[src/rtl/mem_stage.sv]
// Memory-access stage: registers execute results, runs LOAD/STORE over req/ack, stalls upstream.
// Optional MEM_TIMEOUT_EN adds an ACCESS watchdog with a sticky mem_error flag.
//
// state    | meaning
// S_IDLE   | sampling execute outputs every edge
// S_ACCESS | memory transaction outstanding, upstream stalled
module mem_stage #(
  parameter int DATA_W  = 16,
  parameter int TIMEOUT = 15
) (
  input  logic              clk,
  input  logic              reset,
  input  logic [3:0]        control_in,
  input  logic [DATA_W-1:0] result_in,
  input  logic [DATA_W-1:0] store_data_in,
  input  logic [4:0]        dest_index_in,
  input  logic              dest_reg_write_en_in,
  output logic              mem_req,
  output logic              mem_we,
  output logic [DATA_W-1:0] mem_addr,
  output logic [DATA_W-1:0] mem_wdata,
  input  logic [DATA_W-1:0] mem_rdata,
  input  logic              mem_ack,
  output logic              stall,
  output logic [DATA_W-1:0] wb_data,
  output logic [4:0]        wb_index,
  output logic              wb_en,
  output logic [3:0]        control_out,
  output logic              mem_error
);

  localparam logic [3:0] OP_NOP   = 4'b0000;
  localparam logic [3:0] OP_LOAD  = 4'b1100;
  localparam logic [3:0] OP_STORE = 4'b1110;

  typedef enum logic {S_IDLE, S_ACCESS} state_t;

  state_t     state, state_next;
  logic [4:0] lat_idx;
  logic       is_load, is_store, is_mem;
  logic       timeout_hit;

  assign is_load  = (control_in == OP_LOAD);
  assign is_store = (control_in == OP_STORE);
  assign is_mem   = is_load || is_store;
  assign stall    = (state == S_ACCESS);

`ifdef MEM_TIMEOUT_EN
  localparam logic [7:0] TO_LAST = 8'(TIMEOUT - 1);
  logic [7:0] to_cnt;

  // Abort on the edge that would bring the count to TIMEOUT.
  assign timeout_hit = (state == S_ACCESS) && !mem_ack && (to_cnt == TO_LAST);

  always_ff @(posedge clk or posedge reset) begin
    if (reset) begin
      to_cnt <= 8'd0;
    end else if (state == S_IDLE) begin
      if (is_mem) to_cnt <= 8'd0;
    end else if (!mem_ack) begin
      to_cnt <= to_cnt + 8'd1;
    end
  end
`else
  assign timeout_hit = 1'b0;
  assign mem_error   = 1'b0;
`endif

  always_ff @(posedge clk or posedge reset) begin
    if (reset) state <= S_IDLE;
    else       state <= state_next;
  end

  always_comb begin
    state_next = state;
    case (state)
      S_IDLE:   if (is_mem) state_next = S_ACCESS;
      S_ACCESS: if (mem_ack || timeout_hit) state_next = S_IDLE;
      default:  state_next = S_IDLE;
    endcase
  end

  always_ff @(posedge clk or posedge reset) begin
    if (reset) begin
      mem_req     <= 1'b0;
      mem_we      <= 1'b0;
      mem_addr    <= '0;
      mem_wdata   <= '0;
      lat_idx     <= 5'd0;
      wb_data     <= '0;
      wb_index    <= 5'd0;
      wb_en       <= 1'b0;
      control_out <= OP_NOP;
`ifdef MEM_TIMEOUT_EN
      mem_error   <= 1'b0;
`endif
    end else if (state == S_IDLE) begin
      if (is_mem) begin
        mem_req     <= 1'b1;
        mem_we      <= is_store;
        mem_addr    <= result_in;
        mem_wdata   <= store_data_in;
        lat_idx     <= dest_index_in;
        wb_en       <= 1'b0;
        control_out <= OP_NOP;
      end else begin
        wb_data     <= result_in;
        wb_index    <= dest_index_in;
        wb_en       <= dest_reg_write_en_in;
        control_out <= control_in;
      end
    end else if (mem_ack) begin
      mem_req <= 1'b0;
      // mem_we doubles as the latched LOAD/STORE distinction.
      if (!mem_we) begin
        wb_data     <= mem_rdata;
        wb_index    <= lat_idx;
        wb_en       <= 1'b1;
        control_out <= OP_LOAD;
      end else begin
        wb_en       <= 1'b0;
        control_out <= OP_STORE;
      end
    end else if (timeout_hit) begin
      mem_req     <= 1'b0;
      wb_en       <= 1'b0;
      control_out <= OP_NOP;
`ifdef MEM_TIMEOUT_EN
      mem_error   <= 1'b1;
`endif
    end
  end

endmodule

[config.mk]
export PLATFORM = sky130hd
export DESIGN_NAME = mem_stage
export DESIGN_NICKNAME = d
export VERILOG_FILES = /design/src/rtl/mem_stage.sv
export SDC_FILE = /design/constraint.sdc
export NUM_CORES = 1
export LEC_CHECK = 0
export BUFFER_PORTS_ARGS = -buffer_cell sky130_fd_sc_hd__buf_2
export CAP_MARGIN = 0
export CORE_MARGIN = 3
export CORE_UTILIZATION = 40
export CTS_CLUSTER_DIAMETER = 30
export DETAILED_ROUTE_END_ITERATION = 10
export PLACE_DENSITY = 0.69
export SYNTH_ARGS = -nofsm -noshare
export SYNTH_HDL_FRONTEND = slang
export SYNTH_SLANG_ARGS = --single-unit
[constraint.sdc]
create_clock -name clk -period 2.8 [get_ports clk]
set_input_delay 0.14 -clock clk [delete_from_list [all_inputs] [get_ports clk]]
set_output_delay 0.14 -clock clk [all_outputs]
set_load 0.03 [all_outputs]
# Word-level counts from Yosys, hierarchy flattened
# Index checks and enable logic that the tools add are counted.
# word_totals
mem_bits_ro	0
elab_cells	43
in_bits	61
ramBits	0
reg_bits	66
latchBits	0
out_inout_bits	62
mem_count	0
# op_classes
n_reduce_logical	5
muxes	22
mul	0
eq_ne	5
shift	0
add_sub_neg	0
bitwise	1
n_div	0
order_cmp	0
# op_table
op	count
2-to-1 mux 16 bit	4
2-to-1 mux 5 bit	4
2-to-1 mux 4 bit	3
2-to-1 mux 1 bit	9
equality test 4 bit (second input constant)	2
inequality test 2 bit (second input constant)	3
AND reduction 2 bit	2
AND reduction 3 bit	1
2-to-1 mux 2 bit	1
one-hot mux 1 bit (2 select lines)	1
nonzero test 2 bit	1
logical OR 1 bit	1
inverter 1 bit	1

# Depth between registers and ports, before layout
# Gate-level depths: netlist (run 1).
# logic_depth
word_depth	4
mapped_depth	6

# Least setup slack after synthesis (run 1)
# No wires, ideal clock.
# synth_timing
path_kind	flip-flop to flip-flop
from	reg state, in the netlist stall
to	reg lat_idx[3]
t_required_ns	2.673
path_stages_with_launch	6
setup_slack_ns	1.234
n_path_buf	3
arrival_time_ns	1.438
cell_sequence	dfrtp_1 > buf_4 > nor2_2 > buf_6 > buf_6 > mux2_1
# synth_between
elab_chain_len	2
# synth_rtl
element	line_no	text
start: declaration	38	state_t state, state_next;
start signal: assignment	71	else state <= state_next;
inverter 1 bit (no source line)	--	
AND reduction 2 bit (no source line)	--	
end signal: assignment	103	lat_idx <= dest_index_in;
end: declaration	39	logic [4:0] lat_idx;
# No other way between the ends.
# A chain may end at the register's enable or synchronous reset.

# Worst setup path after layout (run 1)
# layout_timing
from	reg state, in the netlist stall
to	reg wb_data[7]
# layout_between
elab_chain_len	2
elab_cells_between_ends	5
cone_classes	3 x eq/ne; 1 x mux; 1 x reduce/logical
# layout_rtl
element	line_no	text
inequality test 2 bit (no source line)	--	
AND reduction 3 bit (no source line)	--	
end signal: assignment	107	wb_data <= result_in;
end signal: assignment	116	wb_data <= mem_rdata;
end: declaration	25	output logic [DATA_W-1:0] wb_data,
# Several ways; a longest one is shown, not always the timed one.

==> results.tsv, run 1 <==
stage	metric	value	unit
clock_network	holdBufCountCts	0	
synthesis	synth.net_count	254	
worst_setup_path	worstSetupPathType	flop to flop	
sta	worstMarginPinSlew	0.8329	ns
floorplanning	rows	29	
power_and_ir_drop	peakVddDrop	0.0003317	V
synthesis	yosysMostFrequentCell	dfrtp_1	
route	first_pass_iters	4	
sta	setup-tns-final	0	ns
power_and_ir_drop	p_switching	0.9910	mW
floorplanning	ios	123	
power_and_ir_drop	clkPwrFrac	28.8	%
clock_network	clock_path_buffers	2	
clock_network	worstSkewPairLatency	0.33	ns
route	drt-initial-drc-count	60	
clock_network	cts_tree	built	
floorplanning	core	0.006568	mm2
route	postRouteAntennaNets	0	
synthesis	synth-seq-area-share	59.19	%
synthesis	yosysTopAreaCellShare	59.19	%
worst_setup_path	timing.rr.start	stall	
worst_hold_path	hp-class	primary input to flop	
synthesis	yosys_warnings	0	
synthesis	ys.flop_type	dfrtp_1	
power_and_ir_drop	power_leakage	1.733	nW
route	vias	2059	
clock_network	path_clk_slew	0.07	ns
synthesis	ys_ff_latch	66	
status	status	complete, no violations	
worst_setup_path	rrSetupSlack	1.09	ns
sta	setup_violations	0	
worst_setup_path	crit_path_end_kind	flop	
route	wl_per_cell	15.96	um
sta	min_period	1.714	ns
placed_design	io_buffers	121	
finish	insertedDiodeCount	0	
power_and_ir_drop	p_comb_share	29.3	%
sta	min_period_over_period	61.23	%
sta	hold_viol	0	
clock_network	cts_root_buf	clkbuf_8	
power_and_ir_drop	p_sw_share	33.87	%
power_and_ir_drop	pwr-share-seq	41.9	%
global_routing	grt_pass1_wl	10160	um
run	cap_violations	0	
global_routing	grt_pass1_vias	2098	
finish	final_util	55.32	%
worst_setup_path	worstSetupStartpointType	flop	
synthesis	synth_area	0.002790	mm2
worst_hold_path	hold_path_depth	2	
finish	syn2layout_area_growth	30.22	%
sta	slew-limit-headroom	44.47	%
synthesis	syn_avg_cell_area	14.46	um2
worst_setup_path	rr_endpoint	wb_data[7]	
global_routing	grt_antenna_before_repair	0	
power_and_ir_drop	power	2.926	mW
sta	fin_skew	0.007260	ns
worst_setup_path	cp.required	3.07	ns
synthesis	syn_inst	193	
worst_hold_path	hp-start	store_data_in[0]	
worst_setup_path	rr_worst_depth	3	
global_routing	grt_max_degree	67	
floorplanning	fp.dieArea	0.008014	mm2
clock_network	htreeDepth	3	
clock_network	cts_setup_buffers	0	
synthesis	synth_edf_count	0	
floorplanning	initial_utilization	42.48	%
synthesis	synthTopCellsByCount	dfrtp_1 (66), mux2_2 (24), o21a_1 (19), o32a_1 (19), mux2_1 (15)	
power_and_ir_drop	power.density	805.3	mW/mm2
sta	hold_slack	0.01988	ns
floorplanning	dieHeight	89.52	um
sta	rsz0062_at_grt	no	
sta	slew_viol_final	0	
finish	nets	375	
clock_network	numCtsBuffers	9	
sta	max_freq	583.3	MHz
clock_network	cts_sinks	66	
route	wl	6558	um
synthesis	synth.area.top_cells	dfrtp_1 (59%), mux2_2 (9.7%), o32a_1 (6.8%)	
finish	drive_above_1_share	52.83	%
clock_network	cts_resized	0	
synthesis	synth.distinct_cells	27	
placed_design	gp_congestion	0.7389	
worst_hold_path	min_to	mem_wdata[0]	
route	drc	0	
global_routing	grt_usage	17.11	%
worst_setup_path	path_max_fanout	20	
global_routing	gr-total-overflow	0	
floorplanning	die_w	89.52	um
route	via_per_inst	5.010	
worst_setup_path	worstPathArrival	1.99	ns
synthesis	postSynth.asyncResetShare	100.0	%
power_and_ir_drop	intPower	1.935	mW
placed_design	place_hpwl	4646	um
synthesis	synth_area_leader_cell	dfrtp_1	
[area by class of cell]
type	instances	area [um2]
repair buffers	125	648.1
clock inverters	5	80.08
inverters	5	18.77
fillers	583	2934
multi-input cells	107	991.0
clock buffers	10	127.6
flip-flops and latches	66	1652
well taps	93	116.4
[through the flow]
step | area (um2) | std cells | setup slack (ns)
2_1_floorplan | 2790 | 193 | 1.005
3_3_place_gp | 3426 | 396 | 1.111
4_1_cts | 3633 | 411 | 1.061
6_report | 3633 | 411 | 1.086
3_5_place_dp | 3426 | 396 | 1.080
5_1_grt | 3633 | 411 | 0.9523
[flip-flops by register name, indices dropped and copies added, names as in the netlist]
register and cells:
mem_req 1, lat_idx 5, wb_en 1, wb_data 16, control_out 4, mem_addr 16
wb_index 5, mem_wdata 16, mem_we 1, stall 1
[layout by cell type, fill, tap and decap left out, drive strengths merged, types with 2 or more instances in the layout]
cell / netlist / layout
clkinvlp: 0 / 2
buf: 14 / 125
mux2i: 2 / 2
o21a: 19 / 19
clkbuf: 1 / 10
bufinv: 0 / 2
dfrtp: 66 / 66
a21o: 2 / 2
a21oi: 2 / 2
o21ai: 7 / 7
inv: 5 / 5
o32a: 19 / 19
nand3b: 2 / 2
mux2: 39 / 39
nor2: 3 / 3
a22oi: 2 / 2
a22o: 2 / 2
nand2: 3 / 3
[worst max-delay path by stage]
| stage | from | end | slack, ns | cells after the start |
|---|---|---|---|---|
| floorplan | reset | control_out[0] | 1.01 | 1 |
| global placement | stall | wb_data[9] | 1.11 | 3 |
| detailed placement | stall | wb_data[7] | 1.08 | 3 |
| CTS | stall | wb_data[7] | 1.06 | 3 |
| global route | stall | wb_data[2] | 0.95 | 3 |
| finish | stall | wb_data[7] | 1.09 | 3 |
[logic make-up (layout without fill, tap and decap cells)]
| family | after synthesis | in the layout | share of synthesized area, % |
|---|---|---|---|
| multiplexers | 41 | 41 | 16.46 |
| flip-flops | 66 | 66 | 59.19 |
| buffers and inverters | 20 | 145 | 5.471 |
| AND/OR/NAND/NOR | 10 | 10 | 2.556 |
| other | 1 | 1 | 0.1344 |
| AO/OA/AOI/OAI | 55 | 55 | 16.19 |
[routing by layer]
metal / track usage (%) / wire length (um) / vias up
met4: 7.848 / 123 / 0
li1: - / - / 950
met5: 0 / 0 / -
met2: 27.26 / 3249 / 76
met1: 21.03 / 2751 / 1023
met3: 5.714 / 434 / 10
[critical path, cell delays in order (launching register included)]
cell and delay [ns]:
dfrtp_1 0.55, nand3b_2 0.47, o21ai_4 0.44, o21a_1 0.19
[power by group through the flow]
| stage | clock (mW) | sequential [mW] | combinational (mW) |
|---|---|---|---|
| after global placement | 0 | 1.24 | 0.855 |
| after detailed placement | 0 | 1.25 | 0.869 |
| after floorplan | 0 | 1.57 | 0.262 |
| after CTS | 0.870 | 1.23 | 0.870 |
| final | 0.843 | 1.23 | 0.858 |
| after global routing | 0.920 | 1.25 | 0.915 |
Note: power is estimated with default switching activity, not from simulation.
==> inputs of run 2 (changes only) <==
--- a/config.mk
+++ b/config.mk
@@ -5,13 +5,14 @@
 export SDC_FILE = /design/constraint.sdc
 export NUM_CORES = 1
 export LEC_CHECK = 0
+export ABC_AREA = 1
 export BUFFER_PORTS_ARGS = -buffer_cell sky130_fd_sc_hd__buf_2
 export CAP_MARGIN = 0
 export CORE_MARGIN = 3
 export CORE_UTILIZATION = 40
 export CTS_CLUSTER_DIAMETER = 30
 export DETAILED_ROUTE_END_ITERATION = 10
-export PLACE_DENSITY = 0.69
+export PLACE_DENSITY = 0.72
 export SYNTH_ARGS = -nofsm -noshare
 export SYNTH_HDL_FRONTEND = slang
 export SYNTH_SLANG_ARGS = --single-unit
==> constraint.sdc (replaced) <==
create_clock -name clk -period 1.5 [get_ports clk]
set_input_delay 0.075 -clock clk [delete_from_list [all_inputs] [get_ports clk]]
set_output_delay 0.075 -clock clk [all_outputs]
set_load 0.03 [all_outputs]
==> results.tsv, run 2 <==
stage	metric	value	unit	change
sta	max_freq	745.1	MHz	+28%
clock_network	numCtsBuffers	9		unchanged
power_and_ir_drop	p_comb_share	29.5	%	+0.2 points
power_and_ir_drop	clkPwrFrac	27.4	%	-1.4 points
finish	nets	537		+43%
power_and_ir_drop	p_switching	1.854	mW	+87%
power_and_ir_drop	power_leakage	2.193	nW	+27%
synthesis	syn_avg_cell_area	8.379	um2	-42%
worst_setup_path	worstPathArrival	1.61	ns	-0.38 ns
synthesis	ys_ff_latch	66		unchanged
finish	mostFrequentLayoutCell	nand2_1		
worst_setup_path	cp.depth	6		+3
placed_design	io_buffers	121		unchanged
placed_design	gp_congestion	0.7546		+2.1%
sta	min_period_over_period	89.48	%	+28 points
route	wl	7027	um	+7.2%
finish	fin_area	0.003881	mm2	+6.8%
worst_setup_path	worstSetupPathType	flop to flop		
route	vias	2606		+27%
worst_setup_path	path_max_fanout	29		+45%
clock_network	cts_tree	built		
floorplanning	initial_utilization	42.87	%	+0.38 points
run	cap_violations	0		unchanged
synthesis	synth.distinct_cells	20		-26%
global_routing	grt_usage	18.35	%	+1.2 points
finish	drive_above_1_share	31.52	%	-21 points
synthesis	synth_edf_count	0		unchanged
worst_hold_path	hp-class	primary input to flop		
placed_design	placed_area	0.003500	mm2	+2.2%
placed_design	place_hpwl	4844	um	+4.3%
synthesis	synth_area_leader_cell	dfrtp_1		
worst_setup_path	cp.required	1.76	ns	-1.31 ns
finish	stdcell_count	572		+39%
route	first_pass_iters	4		unchanged
power_and_ir_drop	power.density	1358	mW/mm2	+69%
global_routing	grt_pass1_wl	12170	um	+20%
clock_network	cts_resized	0		unchanged
worst_hold_path	hold_path_depth	3		+1
sta	fin_skew	0.005859	ns	-0.001401 ns
sta	rsz0062_at_grt	no		
worst_setup_path	crit_path_end_kind	flop		
power_and_ir_drop	p_sw_share	35.18	%	+1.3 points
sta	setup_violations	0		unchanged
finish	insertedDiodeCount	0		unchanged
worst_setup_path	endpoint	wb_data[15]		
synthesis	postSynth.asyncResetShare	100.0	%	unchanged
worst_setup_path	worstSetupStartpointType	flop		
finish	largest_registers	mem_addr (16), mem_wdata (16), wb_data (16)		
synthesis	yosysMostFrequentCell	nand2_1		
power_and_ir_drop	peakVddDrop	0.0006218	V	+87%
status	status	complete, no violations		
worst_setup_path	cp_cell_sequence	buf_4 > o21ai_2 > nand2_1 > buf_4 > nand2_1 > nand2_1		
floorplanning	fp.dieArea	0.008080	mm2	+0.83%
worst_setup_path	rr_endpoint	wb_data[15]		
synthesis	synth-seq-area-share	58.67	%	-0.53 points
finish	final_util	59.10	%	+3.8 points
synthesis	synth_area	0.002815	mm2	+0.90%
worst_setup_path	crit_top_cell	nand2_1		
sta	hold_viol	0		unchanged
synthesis	yosys_warnings	0		unchanged
global_routing	gr-total-overflow	0		unchanged
sta	min_period	1.342	ns	-0.3721 ns
route	drc	0		unchanged
clock_network	clock_path_buffers	2		unchanged
worst_setup_path	timing.rr.start	stall		
clock_network	cts_setup_buffers	0		unchanged
floorplanning	die_w	89.89	um	+0.41%
power_and_ir_drop	pwr-share-seq	43.1	%	+1.2 points
global_routing	grt_pass1_vias	2649		+26%
finish	syn2layout_area_growth	37.87	%	
clock_network	cts_sinks	66		unchanged
synthesis	syn_inst	336		+74%
worst_setup_path	rrSetupSlack	0.16	ns	-0.93 ns
finish	layout_common_cells	nand2_1 (142), buf_2 (121), dfrtp_1 (66)		
route	drt-initial-drc-count	126		+110%
sta	slew_viol_final	0		unchanged
floorplanning	ios	123		unchanged
power_and_ir_drop	intPower	3.416	mW	+77%
clock_network	path_clk_slew	0.07	ns	about the same
placed_design	placed_cells	539		+36%
synthesis	yosysTopAreaCellShare	58.67	%	-0.53 points
clock_network	cts_root_buf	clkbuf_8		
worst_setup_path	startpoint	stall		
worst_setup_path	rr_worst_depth	6		+3
synthesis	synthTopCellsByCount	nand2_1 (142), dfrtp_1 (66), o21ai_0 (40), inv_1 (26), nand3_1 (23)		
worst_setup_path	slowest_stage	dfrtp_1		
synthesis	ys.flop_type	dfrtp_1		
clock_network	holdBufCountCts	19		+19
sta	hold_slack	0.01156	ns	-0.008317 ns
synthesis	synth.area.top_cells	dfrtp_1 (59%), nand2_1 (19%), o21ai_0 (7.1%)		
clock_network	htreeDepth	3		unchanged
floorplanning	core	0.006568	mm2	unchanged
route	wl_per_cell	12.28	um	-23%
floorplanning	rows	29		unchanged
route	via_per_inst	4.556		-9.1%
route	postRouteAntennaNets	0		unchanged
worst_setup_path	critical_path.top_delay_family	buffers and inverters		
synthesis	synth.net_count	397		+56%
global_routing	grt_max_degree	67		unchanged
sta	setup-tns-final	0	ns	unchanged
global_routing	grt_antenna_before_repair	0		unchanged
worst_setup_path	critical_path.max_stage_delay	0.38	ns	-0.17 ns
clock_network	worstSkewPairLatency	0.33	ns	about the same
floorplanning	dieHeight	89.89	um	+0.41%
worst_setup_path	path_buf_inv	2		+2
-- run 2: cell count changes in the layout (fill, tap and decap cells not counted), moves of 5 or more --
cell           change
mux2_2            -24
nand2_1          +139
o21a_1            -19
dlygate4sd3_1     +19
buf_4              +5
inv_1             +21
nand3_1           +23
mux2_1            -15
o21ai_1            +5
o21ai_0           +34
o32a_1            -19
-- run 2: power by group through the flow --
stage                     combinational [mW]  sequential [mW]  clock (mW)
after floorplan                        0.435             2.88           0
after global placement                  1.51             2.29           0
after detailed placement                1.53             2.30           0
after CTS                               1.57             2.27        1.49
after global routing                    1.70             2.31        1.55
final                                   1.55             2.27        1.44
-- run 2: area by class of cell --
type                       count  area, um2
clock inverter                 3      40.04
inverter                      28      108.9
tap                           93      116.4
timing repair buffer         149      875.8
clock buffer                  11      151.4
sequential                    66       1652
fill                         591       2686
multi-input combinational    222      937.1
-- run 2: worst min-delay path by stage --
stage | from | end
finish | dest_index_in[0] | lat_idx[0]
CTS | dest_index_in[3] | lat_idx[3]
global placement | reset | mem_wdata[5]
detailed placement | reset | mem_wdata[5]
global route | dest_index_in[0] | lat_idx[0]
floorplan | store_data_in[0] | mem_wdata[0]
-- run 2: tightest hold or removal path, cell delays in order --
cell and delay (ns):
buf_2 0.09, inv_1 0.06, o21ai_1 0.07
-- run 2: metal layers --
metal,global-route usage [%],share of wire [%],vias up
met1,21.92,43,1177
met3,6.260,8.9,9
met2,30.33,46,103
li1,-,-,1317
met5,0,0,-
met4,7.781,1.6,0
-- run 2: through the flow --
step	power, mW	setup slack, ns
after floorplan	3.317	0.2035
after detailed placement	3.828	0.1577
after global placement	3.799	0.2150
final	5.270	0.1578
after CTS	5.328	0.1365
after global routing	5.567	0.0001972
-- run 2: kinds of logic (layout without fill, tap and decap cells) --
| group | Yosys count | count (layout) | share of synthesized area, % |
|---|---|---|---|
| and+or+nand+nor | 172 | 172 | 24.22 |
| DFF | 66 | 66 | 58.67 |
| AOI/OAI and AO/OA | 49 | 49 | 8.933 |
| buffers and inverters | 48 | 191 | 8.044 |
| other | 1 | 1 | 0.1332 |
==> inputs of run 3 (changes only) <==
--- a/config.mk
+++ b/config.mk
@@ -13,6 +13,7 @@
 export CTS_CLUSTER_DIAMETER = 30
 export DETAILED_ROUTE_END_ITERATION = 10
 export PLACE_DENSITY = 0.72
+export RECOVER_POWER = 50
 export SYNTH_ARGS = -nofsm -noshare
 export SYNTH_HDL_FRONTEND = slang
 export SYNTH_SLANG_ARGS = --single-unit
==> results.tsv, run 3 (same netlist as run 2, synthesis figures left out) <==
stage	metric	value	unit	change
route	wl	7041	um	+0.20%
floorplanning	die_w	89.89	um	unchanged
finish	drive_above_1_share	25.05	%	-6.5 points
floorplanning	fp.dieArea	0.008080	mm2	unchanged
sta	slew-limit-headroom	41.99	%	
worst_setup_path	crit_path_end_kind	flop		
worst_setup_path	path_max_fanout	29		unchanged
finish	multi_input_area	937.1	um2	unchanged
finish	layout_common_cells	nand2_1 (142), buf_2 (90), dfrtp_1 (66)		
placed_design	io_buffers	121		unchanged
sta	fin_skew	0.006466	ns	+0.0006070 ns
clock_network	cts_root_buf	clkbuf_8		
sta	min_period	1.344	ns	+0.002044 ns
clock_network	cts_sinks	66		unchanged
sta	rsz0062_at_grt	no		
placed_design	place_hpwl	4844	um	unchanged
worst_setup_path	worstSetupStartpointType	flop		
clock_network	cts_tree	built		
route	postRouteAntennaNets	0		unchanged
worst_setup_path	critical_path.top_delay_family	buffers and inverters		
placed_design	gp_congestion	0.7546		unchanged
worst_setup_path	worstSetupPathType	flop to flop		
power_and_ir_drop	power_leakage	2.090	nW	-4.7%
sta	worstMarginPinSlew	0.8701	ns	
power_and_ir_drop	peakVddDrop	0.0006243	V	+0.40%
route	drt-initial-drc-count	123		-2.4%
worst_setup_path	cp.required	1.76	ns	about the same
global_routing	grt_pass1_vias	2649		unchanged
floorplanning	core	0.006568	mm2	unchanged
floorplanning	ios	123		unchanged
global_routing	grt_pass1_wl	12170	um	unchanged
sta	hold_viol	0		unchanged
sta	min_period_over_period	89.62	%	+0.14 points
clock_network	path_clk_slew	0.07	ns	about the same
global_routing	grt_usage	18.35	%	unchanged
global_routing	grt_max_degree	67		unchanged
worst_hold_path	hp-class	primary input to flop		
floorplanning	initial_utilization	42.87	%	unchanged
worst_setup_path	cp_cell_sequence	buf_4 > o21ai_2 > nand2_1 > buf_4 > nand2_1 > nand2_1		
worst_setup_path	crit_top_cell	nand2_1		
route	drc	0		unchanged
status	status	complete, no violations		
global_routing	gr-total-overflow	0		unchanged
finish	mostFrequentLayoutCell	nand2_1		
worst_setup_path	critical_path.max_stage_delay	0.38	ns	about the same
finish	ff_latch_area	0.001652	mm2	unchanged
route	first_pass_iters	4		unchanged
sta	setup_violations	0		unchanged
sta	max_freq	743.9	MHz	-0.15%
clock_network	clock_path_buffers	2		unchanged
clock_network	numCtsBuffers	9		unchanged
sta	setup-tns-final	0	ns	unchanged
finish	final_util	58.32	%	-0.78 points
worst_setup_path	path_buf_inv	2		unchanged
finish	syn2layout_area_growth	36.04	%	
clock_network	worstSkewPairLatency	0.33	ns	about the same
finish	fillers	612		+3.6%
finish	largest_registers	mem_addr (16), mem_wdata (16), wb_data (16)		
worst_setup_path	worstPathArrival	1.61	ns	about the same
floorplanning	dieHeight	89.89	um	unchanged
power_and_ir_drop	power.density	1365	mW/mm2	+0.53%
finish	nets	537		unchanged
route	vias	2611		+0.19%
worst_setup_path	slowest_stage	dfrtp_1		
global_routing	grt_antenna_before_repair	0		unchanged
route	via_per_inst	4.565		+0.19%
run	cap_violations	0		unchanged
floorplanning	rows	29		unchanged
finish	insertedDiodeCount	0		unchanged
route	wl_per_cell	12.31	um	+0.20%
clock_network	cts_setup_buffers	0		unchanged
clock_network	htreeDepth	3		unchanged
sta	slew_viol_final	0		unchanged
run 3: where the power goes:
| group | internal [mW] | total (mW) | switching [mW] |
|---|---|---|---|
| Clock | 0.834 | 1.44 | 0.610 |
| Sequential | 2.10 | 2.28 | 0.180 |
| Combinational | 0.438 | 1.51 | 1.07 |
| Total | 3.37 | 5.23 | 1.86 |
run 3: what timing repair did:
item	4_1_cts	5_1_grt
gates resized for setup	0	0
hold buffers	19	0
endpoints found under the hold margin	84	0
setup endpoints to repair	0	0
run 3: final timing paths:
| kind | slack [ns] | end | depth (start not counted) | from |
|---|---|---|---|---|
| min | 0.01 | lat_idx[0] | 3 | dest_index_in[0] |
| max in group asynchronous | 0.33 | mem_addr[15] | 4 | reset |
| min in group asynchronous | 0.60 | mem_wdata[5] | 4 | reset |
| min reg2reg | 0.47 | wb_index[3] | 2 | wb_index[3] |
| max reg2reg | 0.16 | wb_data[15] | 6 | stall |
| max | 0.16 | wb_data[15] | 6 | stall |
run 3: layout make-up:
type	instances	share of cell area, %
Multi-Input combinational cell	222	24.47
Sequential cell	66	43.12
Timing Repair Buffer	149	21.53
Inverter	28	2.842
Tap cell	93	3.038
Clock buffer	11	3.953
Clock inverter	3	1.045
run 3: per-layer routing:
| metal | GRT usage, % | vias to the layer above | share of wire [%] |
|---|---|---|---|
| li1 | - | 1318 | - |
| met1 | 21.92 | 1177 | 43 |
| met2 | 30.33 | 107 | 46 |
| met3 | 6.260 | 9 | 9.0 |
| met4 | 7.781 | 0 | 1.5 |
| met5 | 0 | - | 0 |
run 3: tightest hold or removal path, cell delays in order:
cell,delay (ns)
buf_2,0.09
inv_1,0.06
o21ai_1,0.07
run 3: stage by stage:
step	power (mW)	setup WS [ns]	cell area (um2)	cells	hold WS [ns]
2_1_floorplan	3.317	0.2035	2819	336	0.1846
3_3_place_gp	3.799	0.2150	3500	539	0.1918
3_5_place_dp	3.828	0.1577	3500	539	0.1934
4_1_cts	5.328	0.1365	3881	572	0.0001807
5_1_grt	5.526	0.0001972	3830	572	0.01582
6_report	5.228	0.1558	3830	572	0.01227
